$ cat src/rtl/img_sensor_emu.sv
// Image-sensor transmitter emulator.
// Produces a synthetic 4-lane, 12-bit frame on a bit-interleaved 32-bit bus:
// per line an xhs pulse, training bytes, a SAV code, packed pixel pairs and a
// tail. It stands in for the LVDS deserializer so the capture path can be
// exercised without a sensor attached.
module img_sensor_emu #(
  parameter int         CH_PIX     = 512,   // pixels per lane per line, even
  parameter int         LINES      = 2048,  // lines per frame
  parameter int         XHS_W      = 8,     // xhs low width in cycles
  parameter int         TRAIN_LEN  = 16,    // training cycles after xhs
  parameter int         TAIL_LEN   = 32,    // idle cycles after pixels
  parameter logic [7:0] TRAIN_BYTE = 8'hA5  // idle / training byte
) (
  input  logic        dck,
  input  logic        rst,
  input  logic        frame_trig,
  input  logic [1:0]  mode,
  input  logic [11:0] const_pix,
  output logic [31:0] data_par,
  output logic        xhs,
  output logic        busy,
  output logic        line_active,
  output logic [10:0] line_num,
  output logic        frame_done
);

  typedef enum logic [2:0] {
    S_IDLE,
    S_XHS,
    S_TRAIN,
    S_SAV,
    S_PIX,
    S_TAIL
  } state_t;

  // Last count value of each timed state (counters run 0 .. LEN-1).
  localparam logic [15:0] XHS_LAST   = 16'(XHS_W - 1);
  localparam logic [15:0] TRAIN_LAST = 16'(TRAIN_LEN - 1);
  localparam logic [15:0] SAV_LAST   = 16'd5;
  localparam logic [15:0] PIX_LAST   = 16'(3 * CH_PIX / 2 - 1);
  localparam logic [15:0] TAIL_LAST  = 16'(TAIL_LEN - 1);
  localparam logic [10:0] LINE_LAST  = 11'(LINES - 1);

  state_t            state_q, state_d;
  logic [15:0]       cnt_q, cnt_d;          // cycle count inside the current state
  logic [1:0]        phase_q, phase_d;      // 3-phase gearbox position
  logic [10:0]       pair_q, pair_d;        // pixel-pair index within the line
  logic [10:0]       line_q, line_d;
  logic [1:0]        mode_q, mode_d;        // pattern latched at frame start
  logic [11:0]       cpix_q, cpix_d;        // constant pixel latched at frame start
  logic [3:0][7:0]   lanes_q, lanes_d;      // one output byte per channel
  logic              xhs_q, xhs_d;
  logic              busy_q, busy_d;
  logic              active_q, active_d;
  logic              done_q, done_d;
  logic [11:0]       pix0, pix1;

  // Test pattern value for lane, in-lane column x and line y.
  function automatic logic [11:0] pix_val(input logic [1:0]  lane,
                                          input logic [11:0] x,
                                          input logic [10:0] y,
                                          input logic [1:0]  md,
                                          input logic [11:0] cp);
    logic [11:0] base;
    logic [11:0] v;
    base = 12'(int'(lane) * CH_PIX);
    unique case (md)
      2'd0:    v = base + x;                    // horizontal ramp, wraps at 4096
      2'd1:    v = {1'b0, y};                   // line number
      2'd2:    v = (x[4] ^ y[4]) ? 12'hFFF : 12'h000;  // 16x16 checkerboard
      default: v = cp;
    endcase
    return v;
  endfunction

  // SAV code FFF,000,000,800 packed two pixels per three bytes.
  function automatic logic [7:0] sav_byte(input logic [2:0] idx);
    logic [7:0] b;
    unique case (idx)
      3'd0:    b = 8'hFF;
      3'd1:    b = 8'hF0;
      3'd4:    b = 8'h08;
      default: b = 8'h00;
    endcase
    return b;
  endfunction

  // Next-state, counter and control-output logic.
  // NOTE: every variable gets a default before the case so no path leaves one unassigned, which would infer a latch.
  always_comb begin
    state_d = state_q;
    cnt_d   = cnt_q;
    phase_d = phase_q;
    pair_d  = pair_q;
    line_d  = line_q;
    mode_d  = mode_q;
    cpix_d  = cpix_q;
    done_d  = 1'b0;

    unique case (state_q)
      S_IDLE: begin
        // A trigger on the frame_done cycle is dropped; it must come again.
        if (frame_trig && !done_q) begin
          state_d = S_XHS;
          cnt_d   = '0;
          line_d  = '0;
          mode_d  = mode;
          cpix_d  = const_pix;
        end
      end
      S_XHS: begin
        if (cnt_q == XHS_LAST) begin
          state_d = S_TRAIN;
          cnt_d   = '0;
        end else begin
          cnt_d = cnt_q + 16'd1;
        end
      end
      S_TRAIN: begin
        if (cnt_q == TRAIN_LAST) begin
          state_d = S_SAV;
          cnt_d   = '0;
        end else begin
          cnt_d = cnt_q + 16'd1;
        end
      end
      S_SAV: begin
        if (cnt_q == SAV_LAST) begin
          state_d = S_PIX;
          cnt_d   = '0;
          phase_d = 2'd0;
          pair_d  = '0;
        end else begin
          cnt_d = cnt_q + 16'd1;
        end
      end
      S_PIX: begin
        if (cnt_q == PIX_LAST) begin
          state_d = S_TAIL;
          cnt_d   = '0;
        end else begin
          cnt_d = cnt_q + 16'd1;
          if (phase_q == 2'd2) begin
            phase_d = 2'd0;
            pair_d  = pair_q + 11'd1;
          end else begin
            phase_d = phase_q + 2'd1;
          end
        end
      end
      S_TAIL: begin
        if (cnt_q == TAIL_LAST) begin
          cnt_d = '0;
          if (line_q < LINE_LAST) begin
            state_d = S_XHS;
            line_d  = line_q + 11'd1;
          end else begin
            state_d = S_IDLE;
            done_d  = 1'b1;
          end
        end else begin
          cnt_d = cnt_q + 16'd1;
        end
      end
      default: state_d = S_IDLE;
    endcase

    // Outputs are registered, so they are derived from the state being entered.
    xhs_d    = (state_d != S_XHS);
    busy_d   = (state_d != S_IDLE);
    active_d = (state_d == S_PIX);
  end

  // Per-lane byte selection: training byte, SAV code or gearbox-packed pixels.
  always_comb begin
    pix0 = '0;
    pix1 = '0;
    for (int k = 0; k < 4; k++) begin
      pix0       = pix_val(2'(k), {pair_d, 1'b0}, line_d, mode_d, cpix_d);
      pix1       = pix_val(2'(k), {pair_d, 1'b1}, line_d, mode_d, cpix_d);
      lanes_d[k] = TRAIN_BYTE;
      if (state_d == S_SAV) begin
        lanes_d[k] = sav_byte(cnt_d[2:0]);
      end else if (state_d == S_PIX) begin
        unique case (phase_d)
          2'd0:    lanes_d[k] = pix0[11:4];
          2'd1:    lanes_d[k] = {pix0[3:0], pix1[11:8]};
          default: lanes_d[k] = pix1[7:0];
        endcase
      end
    end
  end

  // State, counters and registered outputs; synchronous reset abandons any frame.
  // NOTE: sequential state uses non-blocking assignments so all flops update from pre-edge values.
  always_ff @(posedge dck) begin
    if (rst) begin
      state_q  <= S_IDLE;
      cnt_q    <= '0;
      phase_q  <= '0;
      pair_q   <= '0;
      line_q   <= '0;
      mode_q   <= '0;
      cpix_q   <= '0;
      lanes_q  <= {4{TRAIN_BYTE}};
      xhs_q    <= 1'b1;
      busy_q   <= 1'b0;
      active_q <= 1'b0;
      done_q   <= 1'b0;
    end else begin
      state_q  <= state_d;
      cnt_q    <= cnt_d;
      phase_q  <= phase_d;
      pair_q   <= pair_d;
      line_q   <= line_d;
      mode_q   <= mode_d;
      cpix_q   <= cpix_d;
      lanes_q  <= lanes_d;
      xhs_q    <= xhs_d;
      busy_q   <= busy_d;
      active_q <= active_d;
      done_q   <= done_d;
    end
  end

  // Bit-interleave the lane bytes: bit i of lane k lands on data_par[4*i+k].
  always_comb begin
    data_par = '0;
    for (int i = 0; i < 8; i++) begin
      for (int k = 0; k < 4; k++) begin
        data_par[4*i+k] = lanes_q[k][i];
      end
    end
  end

  assign xhs         = xhs_q;
  assign busy        = busy_q;
  assign line_active = active_q;
  assign line_num    = line_q;
  assign frame_done  = done_q;

endmodule

$ cat config.mk
export PLATFORM = sky130hd
export DESIGN_NAME = img_sensor_emu
export DESIGN_NICKNAME = d
export VERILOG_FILES = /design/src/rtl/img_sensor_emu.sv
export SDC_FILE = /design/constraint.sdc
export NUM_CORES = 1
export LEC_CHECK = 0
export BUFFER_PORTS_ARGS = -buffer_cell sky130_fd_sc_hd__buf_4
export CELL_PAD_IN_SITES_DETAIL_PLACEMENT = 1
export CELL_PAD_IN_SITES_GLOBAL_PLACEMENT = 2
export CORE_MARGIN = 4
export CORE_UTILIZATION = 31
export DETAILED_ROUTE_END_ITERATION = 10
export GPL_ROUTABILITY_DRIVEN = 0
export PLACE_DENSITY = 0.84
export SYNTH_ARGS = -nofsm -noshare
export SYNTH_HDL_FRONTEND = slang
export SYNTH_SLANG_ARGS = --single-unit
$ cat constraint.sdc
create_clock -name dck -period 3.03 [get_ports dck]
set_clock_uncertainty 0.15 [all_clocks]
set_input_delay 0.4545 -clock dck [delete_from_list [all_inputs] [get_ports dck]]
set_output_delay 0.4545 -clock dck [all_outputs]
set_load 0.02 [all_outputs]
==> impl_metrics.env <==
export IMPL_seq_area_frac_synth_pct=35.24
export IMPL_max_freq_mhz=337.3
export IMPL_use_met1_pct=22.73
export IMPL_grt_pass1_wl_mm=26.22
export IMPL_grt_busiest_layer="met2"
export IMPL_clockBufferDepth=2
export IMPL_min_from="const_pix[7]"
export IMPL_start_util_pct=32.07
export IMPL_cts_buffers=9
export IMPL_drcViolationCount=0
export IMPL_ant_nets=0
export IMPL_grt_max_degree=55
export IMPL_row_count=44
export IMPL_hold_viol=0
export IMPL_cp_start_kind="flip-flop"
export IMPL_vias=4909
export IMPL_syn_inst=584
export IMPL_tns_ns=0
export IMPL_cp_arrival_ns=3.10
export IMPL_met2_usage_pct=32.17
export IMPL_synth_edf_count=0
export IMPL_synth_area_leaders="dfxtp_1 35%, nor2_1 6.4%, nand2_1 4.4%"
export IMPL_nets=730
export IMPL_place_inst=865
export IMPL_layout_drive_gt1_share_pct=32.44
export IMPL_antenna_cells=0
export IMPL_r2r_start="cnt_q[8]$_SDFFE_PP0P_"
export IMPL_whs_path_depth=3
export IMPL_synth_cell_types=76
export IMPL_power_leakage_nw=2.610
export IMPL_portBuffers=63
export IMPL_cts_clk_slew_worst_paths_ns=0.07
export IMPL_maxSlewHeadroom_pct=54.57
export IMPL_avgViaCountPerCell=5.479
export IMPL_cap_violations=0
export IMPL_hpwlAfterDp_mm=12.26
export IMPL_worstReg2RegEnd="data_par[25]$_SDFF_PP0_"
export IMPL_setup_viol=0
export IMPL_crit_type="flip-flop to flip-flop"
export IMPL_coreArea_mm2=0.01470
export IMPL_ir_drop_uv=230.5
export IMPL_yosys_warnings=0
export IMPL_synth_top_area_share_pct=35.24
export IMPL_grt_pass1_vias=5047
export IMPL_finalCritPeriodShare_pct=97.84
export IMPL_critPathRequiredTime_ns=3.17
export IMPL_cts_hold_buffers=0
export IMPL_dieArea_mm2=0.01724
export IMPL_synth_fp_nets=607
export IMPL_end_kind="flip-flop"
export IMPL_hp_class="input pin to flip-flop"
export IMPL_synth_main_ff_cell="dfxtp_1"
export IMPL_root_buffer="clkbuf_16"
export IMPL_htree_levels=3
export IMPL_syn_area_mm2=0.004715
export IMPL_antenna_found_initial=0
export IMPL_io_pins=64
export IMPL_grt_overflow_total=0
export IMPL_syn_area_per_cell_um2=8.073
export IMPL_track_usage_pct=18.45
export IMPL_firstDrtPassIters=4
export IMPL_whs_endpoint="cpix_q[7]$_SDFF_PP0_"
export IMPL_drt_total_wl_mm=16.38
export IMPL_pwr_density_cell_mw_per_mm2=400.4
export IMPL_status="completed"
export IMPL_cts_sinks=83
export IMPL_cts_tree="yes"
export IMPL_fin_cells=896
export IMPL_met3_usage_pct=2.752
export IMPL_clk_latency_ns=0.35
export IMPL_yosys_area_top_type="dfxtp_1"
export IMPL_syn_to_final_growth_pct=35.64
export IMPL_critPathMaxFanout=6
export IMPL_ys_ff_latch=83
export IMPL_wl_per_cell_um=18.28
export IMPL_die_width_um=131.3
export IMPL_maxSlewViolCount=0
export IMPL_p_total_mw=2.561
export IMPL_drt_iter0_markers=285
export IMPL_rrSetupSlack_ns=0.07
export IMPL_min_period_ns=2.965
export IMPL_ys_async_sr_fraction_pct=0
export IMPL_ff2ff_path_depth=12
export IMPL_worstMarginPinSlew_ns=0.6815
export IMPL_die_y_um=131.3
## state kept, by name, indices dropped and copies added, names as in the netlist
register / cells
state_q: 3
frame_done: 1
mode_q: 2
cpix_q: 12
data_par: 22
line_num: 11
xhs: 1
cnt_q: 16
phase_q: 2
busy: 1
pair_q: 11
line_active: 1
## metal layers
layer  vias up  share of wire (%)
met4         0                2.0
met2        72                 52
li1       2365                  -
met5         -                  0
met1      2447                 43
met3        25                3.2
## placed cells by master (no fill, tap or decap), drive strengths merged, types with 7 or more instances in the layout
| cell | netlist | final |
|---|---|---|
| xor2 | 12 | 12 |
| inv | 12 | 13 |
| nor4 | 8 | 8 |
| and3 | 12 | 12 |
| mux2i | 17 | 17 |
| o21ai | 39 | 39 |
| dfxtp | 83 | 83 |
| nand2 | 55 | 55 |
| buf | 22 | 149 |
| and4 | 10 | 10 |
| a21oi | 32 | 32 |
| nand4 | 11 | 11 |
| or3 | 7 | 7 |
| a31oi | 12 | 12 |
| nor2 | 81 | 81 |
| nor2b | 9 | 9 |
| nand3 | 29 | 29 |
| nor3 | 12 | 12 |
| clkbuf | 15 | 9 |
## final cells by class
cell class	count	area (um^2)
sequential	83	1672
fill	1752	8304
timing repair buffer	149	1137
clock inverter	7	77.57
inverter	12	45.04
clock buffer	9	225.2
tap	184	230.2
multi-input combinational	452	3008
## stage by stage
| stage | hold WS (ns) | utilization, % | setup WS, ns | cell area (um^2) |
|---|---|---|---|---|
| 2_1_floorplan | 0.2994 | - | 0.09173 | 4715 |
| 4_1_cts | 0.2102 | 41.29 | 0.02089 | 6070 |
| 3_5_place_dp | 0.3332 | 39.04 | -0.07560 | 5739 |
| 6_report | 0.2143 | 43.51 | 0.06540 | 6395 |
| 3_3_place_gp | 0.3243 | 39.04 | 0.03053 | 5739 |
| 5_1_grt | 0.2341 | 43.51 | -0.08077 | 6395 |
## synthesized netlist by cell type (all sizes together) (10+ instances only)
cell type  count
dfxtp         83
nor2          81
nand2         55
o21ai         39
a21oi         32
nand3         29
buf           22
mux2i         17
clkbuf        15
a31oi         12
and3          12
inv           12
nor3          12
xor2          12
nand4         11
and4          10
## where the power goes
group | leakage (nW) | internal (mW) | switching [mW] | total (mW)
Sequential | 0.676 | 1.11 | 0.00901 | 1.12
Clock | 0.134 | 0.643 | 0.490 | 1.13
Combinational | 1.80 | 0.126 | 0.183 | 0.310
## worst max-delay path by stage
stage,endpoint,depth (start not counted),from
finish,data_par[25]$_SDFF_PP0_,12,cnt_q[8]$_SDFFE_PP0P_
CTS,data_par[25]$_SDFF_PP0_,10,cnt_q[5]$_SDFFE_PP0P_
detailed placement,data_par[13]$_SDFF_PP0_,12,frame_trig
global placement,data_par[15]$_SDFF_PP0_,12,frame_trig
global route,data_par[25]$_SDFF_PP0_,12,cnt_q[8]$_SDFFE_PP0P_
floorplan,data_par[29]$_SDFF_PP1_,13,cnt_q[0]$_SDFF_PP0_
## kinds of logic (layout without fill, tap and decap cells)
| group | count (synthesis) | in the layout | synth area share [%] |
|---|---|---|---|
| AOI/OAI and AO/OA | 140 | 140 | 19.53 |
| xor gates and xnor gates | 18 | 18 | 3.344 |
| adders and majority gates | 6 | 6 | 1.592 |
| buffers and inverters | 49 | 177 | 5.573 |
| DFF | 83 | 83 | 35.24 |
| muxes | 22 | 22 | 4.883 |
| and+or+nand+nor | 266 | 266 | 29.83 |
## repair_timing
action | CTS | global route
buffers inserted | 2 | 14
pin swaps | 2 | 12
endpoints found under the setup margin | 17 | 22
gates resized for setup | 3 | 61
## worst max-delay path, cell delays in order (launching register included)
cell and delay (ns):
dfxtp_2 0.34, nor4_4 0.26, buf_4 0.18, nand4b_1 0.22
or4_4 0.62, a21oi_4 0.20, and2_4 0.20, nand2_2 0.08
nor3_4 0.20, buf_6 0.13, nor4_4 0.03, buf_4 0.17
a21oi_2 0.14
No activity file was read; power rests on OpenSTA's default activity.
